==> src/rtl/display_color_encoder_pipelined.sv <==
// -----------------------------------------------------------------------------
// display_color_encoder_pipelined
//
// Colour encoder for the HUB75 display controller. It takes one parallel word
// of per-segment pixels plus a modulation slot ("cycle") and produces one RGB
// bit per channel for that slot. The encoder sits between the framebuffer
// reader and the row shifter. Both sides use a valid/ready handshake.
//
//   mode 0 : PWM threshold. bit = (ch == all-ones) || (ch > cycle)
//   mode 1 : BCM bit-plane. bit = ch[cycle mod depth]
//
// Pipeline: S1 registers pixel/cycle, and S2 registers the encoded rgb.
// Latency is 2 clocks and the encoder accepts one beat per clock. A stage
// loads whenever it is empty or its successor is loading, so bubbles compact.
//
// Optional build macro DISPLAY_ENCODER_GAMMA_EN adds a gamma stage S1b between
// S1 and S2, which gives a latency of 3. In that build every channel is
// replaced by g = (ch*ch) >> depth before the compare or select. The mode-0
// full-scale force-on still looks at the original channel value.
//
// Ports
//   clk        in   1                 system clock, rising edge
//   rst_n      in   1                 asynchronous active-low reset
//   pixel      in   segments*3*depth  segment s at [s*3*depth +: 3*depth], {R,G,B}
//   cycle      in   depth             PWM threshold / bit-plane index
//   in_valid   in   1                 pixel/cycle valid
//   in_ready   out  1                 encoder accepts this cycle (combinational)
//   rgb        out  segments*3        segment s at [s*3 +: 3], {R,G,B}
//   out_valid  out  1                 rgb valid
//   out_ready  in   1                 downstream accepts rgb
// -----------------------------------------------------------------------------
module display_color_encoder_pipelined #(
  parameter int segments = 2,
  parameter int depth    = 8,
  parameter int mode     = 0
) (
  input  logic                         clk,
  input  logic                         rst_n,
  input  logic [segments*3*depth-1:0]  pixel,
  input  logic [depth-1:0]             cycle,
  input  logic                         in_valid,
  output logic                         in_ready,
  output logic [segments*3-1:0]        rgb,
  output logic                         out_valid,
  input  logic                         out_ready
);

  localparam int pix_w = segments * 3 * depth;
  localparam int rgb_w = segments * 3;
  localparam int idx_w = $clog2(depth);
  localparam logic [depth-1:0] depth_c = depth[depth-1:0];

  // Channel k of the pixel word sits at [k*depth +: depth], and its output
  // bit is rgb[k]. Within a segment, k = s*3 + {2:R, 1:G, 0:B}. This keeps
  // the segment order and the colour order without any reshuffling.

  // Bit-plane index. The modulo wraps out-of-range slots to a valid plane,
  // so the select never reads outside the channel.
  function automatic logic [idx_w-1:0] plane_of(input logic [depth-1:0] cyc);
    logic [depth-1:0] rem;
    rem = cyc % depth_c;
    return rem[idx_w-1:0];
  endfunction

  function automatic logic enc_bit(input logic [depth-1:0] ch,
                                   input logic             full,
                                   input logic [depth-1:0] cyc);
    logic b;
    if (mode == 0) b = full || (ch > cyc);
    else           b = ch[plane_of(cyc)];
    return b;
  endfunction

  // ---------------------------------------------------------------------------
  // Handshake: each stage loads when it is empty or its successor loads.
  // ---------------------------------------------------------------------------
  logic             s1_valid;
  logic [pix_w-1:0] s1_pixel;
  logic [depth-1:0] s1_cycle;
  logic             s1_ld;
  logic             s2_ld;

  // Signals feeding the encoder (S1 directly, or S1b in the gamma build).
  logic             src_valid;
  logic [pix_w-1:0] src_chan;
  logic [rgb_w-1:0] src_full;
  logic [depth-1:0] src_cycle;
  logic [rgb_w-1:0] enc_rgb;

  assign s2_ld    = !out_valid || out_ready;
  assign in_ready = s1_ld;

  // NOTE: state registers use non-blocking assignments so every flop samples
  // the pre-edge values of its neighbours; blocking here would let a beat
  // ripple through several stages in one clock.
  always_ff @(posedge clk or negedge rst_n) begin
    if (!rst_n) s1_valid <= 1'b0;
    else if (s1_ld) s1_valid <= in_valid;
  end

  // NOTE: payload registers carry no reset. They are only ever observed
  // behind their stage valid bit, which is reset, so leaving them unreset
  // is safe and keeps the reset tree small.
  always_ff @(posedge clk) begin
    if (s1_ld && in_valid) begin
      s1_pixel <= pixel;
      s1_cycle <= cycle;
    end
  end

`ifdef DISPLAY_ENCODER_GAMMA_EN
  // ---------------------------------------------------------------------------
  // Gamma stage S1b. The full-scale flag is taken from the raw channel because
  // the square maps all-ones to all-ones minus one.
  // ---------------------------------------------------------------------------
  function automatic logic [depth-1:0] gamma(input logic [depth-1:0] ch);
    logic [2*depth-1:0] sq;
    sq = {{depth{1'b0}}, ch} * {{depth{1'b0}}, ch};
    return sq[2*depth-1:depth];
  endfunction

  logic             sb_valid;
  logic [pix_w-1:0] sb_chan;
  logic [rgb_w-1:0] sb_full;
  logic [depth-1:0] sb_cycle;
  logic [pix_w-1:0] gam_chan;
  logic [rgb_w-1:0] gam_full;
  logic             sb_ld;

  assign sb_ld = !sb_valid || s2_ld;
  assign s1_ld = !s1_valid || sb_ld;

  // NOTE: every signal driven by an always_comb gets a default first, so no
  // path through the block can leave it unassigned and infer a latch.
  always_comb begin
    gam_chan = '0;
    gam_full = '0;
    for (int k = 0; k < rgb_w; k++) begin
      gam_full[k]                = &s1_pixel[k*depth +: depth];
      gam_chan[k*depth +: depth] = gamma(s1_pixel[k*depth +: depth]);
    end
  end

  always_ff @(posedge clk or negedge rst_n) begin
    if (!rst_n) sb_valid <= 1'b0;
    else if (sb_ld) sb_valid <= s1_valid;
  end

  always_ff @(posedge clk) begin
    if (sb_ld && s1_valid) begin
      sb_chan  <= gam_chan;
      sb_full  <= gam_full;
      sb_cycle <= s1_cycle;
    end
  end

  assign src_valid = sb_valid;
  assign src_chan  = sb_chan;
  assign src_full  = sb_full;
  assign src_cycle = sb_cycle;
`else
  assign s1_ld = !s1_valid || s2_ld;

  always_comb begin
    src_full = '0;
    for (int k = 0; k < rgb_w; k++) begin
      src_full[k] = &s1_pixel[k*depth +: depth];
    end
  end

  assign src_valid = s1_valid;
  assign src_chan  = s1_pixel;
  assign src_cycle = s1_cycle;
`endif

  // ---------------------------------------------------------------------------
  // Encoder and output stage S2
  // ---------------------------------------------------------------------------
  always_comb begin
    enc_rgb = '0;
    for (int k = 0; k < rgb_w; k++) begin
      enc_rgb[k] = enc_bit(src_chan[k*depth +: depth], src_full[k], src_cycle);
    end
  end

  // rgb is reset with out_valid so the output reads zero as soon as reset
  // asserts. While S2 is stalled, both registers hold their values.
  always_ff @(posedge clk or negedge rst_n) begin
    if (!rst_n) begin
      out_valid <= 1'b0;
      rgb       <= '0;
    end else if (s2_ld) begin
      out_valid <= src_valid;
      if (src_valid) rgb <= enc_rgb;
    end
  end

endmodule

==> config.mk <==
export PLATFORM = sky130hd
export DESIGN_NAME = display_color_encoder_pipelined
export DESIGN_NICKNAME = d
export VERILOG_FILES = /design/src/rtl/display_color_encoder_pipelined.sv
export SDC_FILE = /design/constraint.sdc
export NUM_CORES = 1
export LEC_CHECK = 0
export CAP_MARGIN = 20
export CORE_AREA = 2 2 83 85
export DETAILED_ROUTE_END_ITERATION = 6
export DIE_AREA = 0 0 85 87
export PLACE_DENSITY = 0.82
export SYNTH_ARGS = -nofsm -noshare
export SYNTH_HDL_FRONTEND = slang
export SYNTH_SLANG_ARGS = --single-unit
==> constraint.sdc <==
create_clock -name clk -period 2.6 [get_ports clk]
set_input_delay 0.78 -clock clk [delete_from_list [all_inputs] [get_ports clk]]
set_output_delay 0.78 -clock clk [all_outputs]
set_load 0.02 [all_outputs]
==> reports/qor.csv <==
stage;metric;value;unit
synth;adder-cell share of the synthesized area;18.9;%
routing;via count;2205;
clock_tree;CTS Root Cell;clkbuf_8;
synth;Synth Area in Compound Gates;8.64;%
placement;port bufs;67;
sta;RSZ-0062 raised after global routing;false;
sta;Final Setup Violations;0;
placement;Placement Setup Slack;-0.200;ns
synth;synthesized area;0.00319;mm^2
worst_setup_path;WP data required;1.82;ns
sta;Setup WS post-layout;0.0608;ns
power_and_ir_drop;Gate power share;17.4;%
worst_setup_path;worst path arrival time;1.76;ns
global_route;vias in the first global route;2252;
clock_tree;CTS tree;built;
power_and_ir_drop;Clk pwr share;31.1;%
worst_setup_path;crit end category;output pin;
clock_tree;Worst-Skew Late Latency;0.34;ns
global_route;first-pass GRT wire length;10300;um
synth;Mapped Cells;229;
synth;post-synth top area share;52.8;%
clock_tree;postcts setup bufs;0;
sta;Least-Margin Pin Slew;0.434;ns
power_and_ir_drop;Cell Pwr Density;589;mW/mm^2
final_layout;layout cells sized above 1;7.05;%
clock_tree;H-tree levels;3;
worst_setup_path;CP Cell Sequence;clkdlybuf4s50_1 > nand3b_1 > dlygate4sd2_1;
power_and_ir_drop;Switch Pwr;0.591;mW
floorplanning;row cnt;30;
final_layout;final net count;416;
power_and_ir_drop;leakage power;1.59;nW
outcome;outcome;completed;
synth;top-count cell post-synth;edfxtp_1;
routing;DR iter-0 viols;130;
sta;final period utilization;97.7;%
synth;Async SR Flop Fraction;12.5;%
worst_setup_path;worst setup path end;in_ready;
synth;Area contributors post-synth;edfxtp_1 (53%), ha_1 (19%), dfrtp_1 (6.3%);
worst_setup_path;delay-heaviest family, CP;buffers and inverters;
global_route;total global routing overflow;0;
worst_setup_path;R2R Setup Slk;0.66;ns
worst_setup_path;Setup crit start kind;input port;
worst_setup_path;CP Launch Point;out_ready;
synth;Yosys reg bits;64;
global_route;pin count of the biggest net entering global routing;57;
synth;Synth Area in XOR/XNOR;0;%
synth;Synth Area in Simple Gates;11.5;%
worst_setup_path;critical path depth;3;
power_and_ir_drop;P_int;1.85;mW
routing;Via density;5.63;
worst_setup_path;worst r2r src;s1_cycle[6];
synth;Post-synth EDFFs;56;
routing;DRT Pass-1 Iters;4;
clock_tree;buffer depth of the longest clock path;2;
routing;metal1 wirelength;2690;um
floorplanning;Starting Density;48.5;%
routing;WL met3;348;um
routing;met2 wire len;3290;um
routing;WL/cell;16.5;um
synth;Post-synth top cells;edfxtp_1 (56), ha_1 (48), nand4_1 (24);
synth;Seq/Total Area, Yosys;59.1;%
sta;relative slew slack;71.0;%
sta;f_max;394;MHz
synth;Syn Area/Cell;13.9;um^2
synth;Primary FF master, synth;edfxtp_1;
synth;Synth cell types;23;
power_and_ir_drop;Sw Share;24.2;%
synth;synthesized net count;337;
power_and_ir_drop;Seq pwr share;51.5;%
worst_setup_path;R2R cell count;6;
synth;yosys warns;0;
worst_setup_path;WS Path Type;input port to output pin;
global_route;initial antenna violation count;0;
floorplanning;core area;0.00657;mm^2
sta;final setup TNS;0;ns
sta;max-slew violations;0;
run;Max Cap Violations;0;
synth;largest family of logic cells by synthesized area;adder cells;
worst_setup_path;worst-path maximum fanout;2;
routing;Post-DRT Antenna Nets;0;
global_route;Tot GR Track Use;18.6;%
sta;fin crit period;2.54;ns
hold_path;Worst Hold Class;flip-flop to flip-flop;
synth;mux share of post-synthesis cell area;0;%
sta;Final Hold Viols;0;
clock_tree;CTS Buf Count;9;
worst_setup_path;reg2reg end;rgb[4];
clock_tree;Hold Buf Count CTS;0;
routing;top sig layer;met4;
sta;Clock Skew;0.00412;ns
clock_tree;post-CTS sizing;1;
worst_setup_path;worst path bufs/invs;2;
worst_setup_path;critical path's largest stage delay;0.48;ns
synth;top cell type by total area after synthesis;edfxtp_1;
floorplanning;die height;87;um
routing;DRC violations left;0;
floorplanning;die width;85;um
power_and_ir_drop;worst vdd ir;0.000406;V
placement;Final GP Congestion;0.800;
routing;WL final;6480;um
worst_setup_path;slowest CP cell;clkdlybuf4s50_1;
power_and_ir_drop;Overall Power;2.44;mW
floorplanning;io pins;68;
placement;HPWL Detailed;4790;um
floorplanning;die area;0.00740;mm^2
final_layout;number of diodes;0;
final_layout;Synth-to-Final Area Change;30.2;%
clock_tree;Sinks on Clock Net;64;
clock_tree;clk slew on worst S/H paths;0.06;ns
-- state kept, by name, summed over array words and instances (netlist names) --
signal,count
s1_pixel,48
s1_cycle,8
rgb,6
out_valid,1
s1_valid,1
-- metrics by stage --
stage	cells	utilization [%]	cell area, um^2	hold WS [ns]
after CTS	392	63.2	4150	0.523
final	392	63.2	4150	0.528
after global routing	392	63.2	4150	0.576
after floorplan	229	-	3190	0.480
after detailed placement	377	60.5	3970	0.505
after global placement	377	60.5	3970	0.509
-- routing by layer --
metal	global-route usage [%]	vias up
met5	0	-
met3	4.55	14
met2	31.1	65
met1	22.6	1048
li1	-	1078
met4	9.38	0
-- power groups by stage --
stage | clock (mW) | sequential [mW] | combinational [mW]
finish | 0.759 | 1.26 | 0.425
global route | 0.822 | 1.27 | 0.471
CTS | 0.775 | 1.26 | 0.429
detailed placement | 0 | 1.28 | 0.426
global placement | 0 | 1.28 | 0.407
floorplan | 0 | 1.29 | 0.197
-- how the worst min path moves through the flow --
stage / startpoint / end / slack (ns) / cells after the start
floorplan: rst_n / out_valid / 0.48 / 0
global placement: s1_valid / out_valid / 0.51 / 1
detailed placement: s1_valid / out_valid / 0.51 / 1
CTS: s1_valid / out_valid / 0.52 / 1
global route: s1_valid / out_valid / 0.58 / 1
finish: s1_valid / out_valid / 0.53 / 1
-- cell type report --
cell class	instances	area (um^2)
fill	486	2420
sequential	64	1880
multi-input combinational	151	1240
timing repair buffer	69	697
clock buffer	15	176
tap	80	100
inverter	13	48.8
-- placed cells by master, fill, tap and decap left out, types with 2 or more instances in the layout --
| master | synthesis | layout |
|---|---|---|
| clkdlybuf4s50_1 | 0 | 66 |
| edfxtp_1 | 56 | 56 |
| ha_1 | 48 | 48 |
| nand4_1 | 24 | 24 |
| inv_1 | 13 | 13 |
| nor2_1 | 12 | 12 |
| clkbuf_8 | 0 | 12 |
| dfrtp_1 | 8 | 8 |
| nand2_1 | 7 | 7 |
| a21oi_1 | 7 | 7 |
| nand3_1 | 6 | 6 |
| nor2b_1 | 6 | 6 |
| o211ai_1 | 6 | 6 |
| a21o_1 | 6 | 6 |
| nor3_1 | 6 | 6 |
| a221oi_1 | 6 | 6 |
| a21oi_2 | 5 | 5 |
| a2111oi_0 | 5 | 5 |
| clkbuf_1 | 0 | 3 |
| nand2b_1 | 2 | 2 |
-- logic make-up after synthesis --
logic type	Yosys count
buffers and inverters	14
AOI/OAI and AO/OA	36
DFF	64
adders and majority gates	48
and+or+nand+nor	67
(Power assumes the default switching activity.)
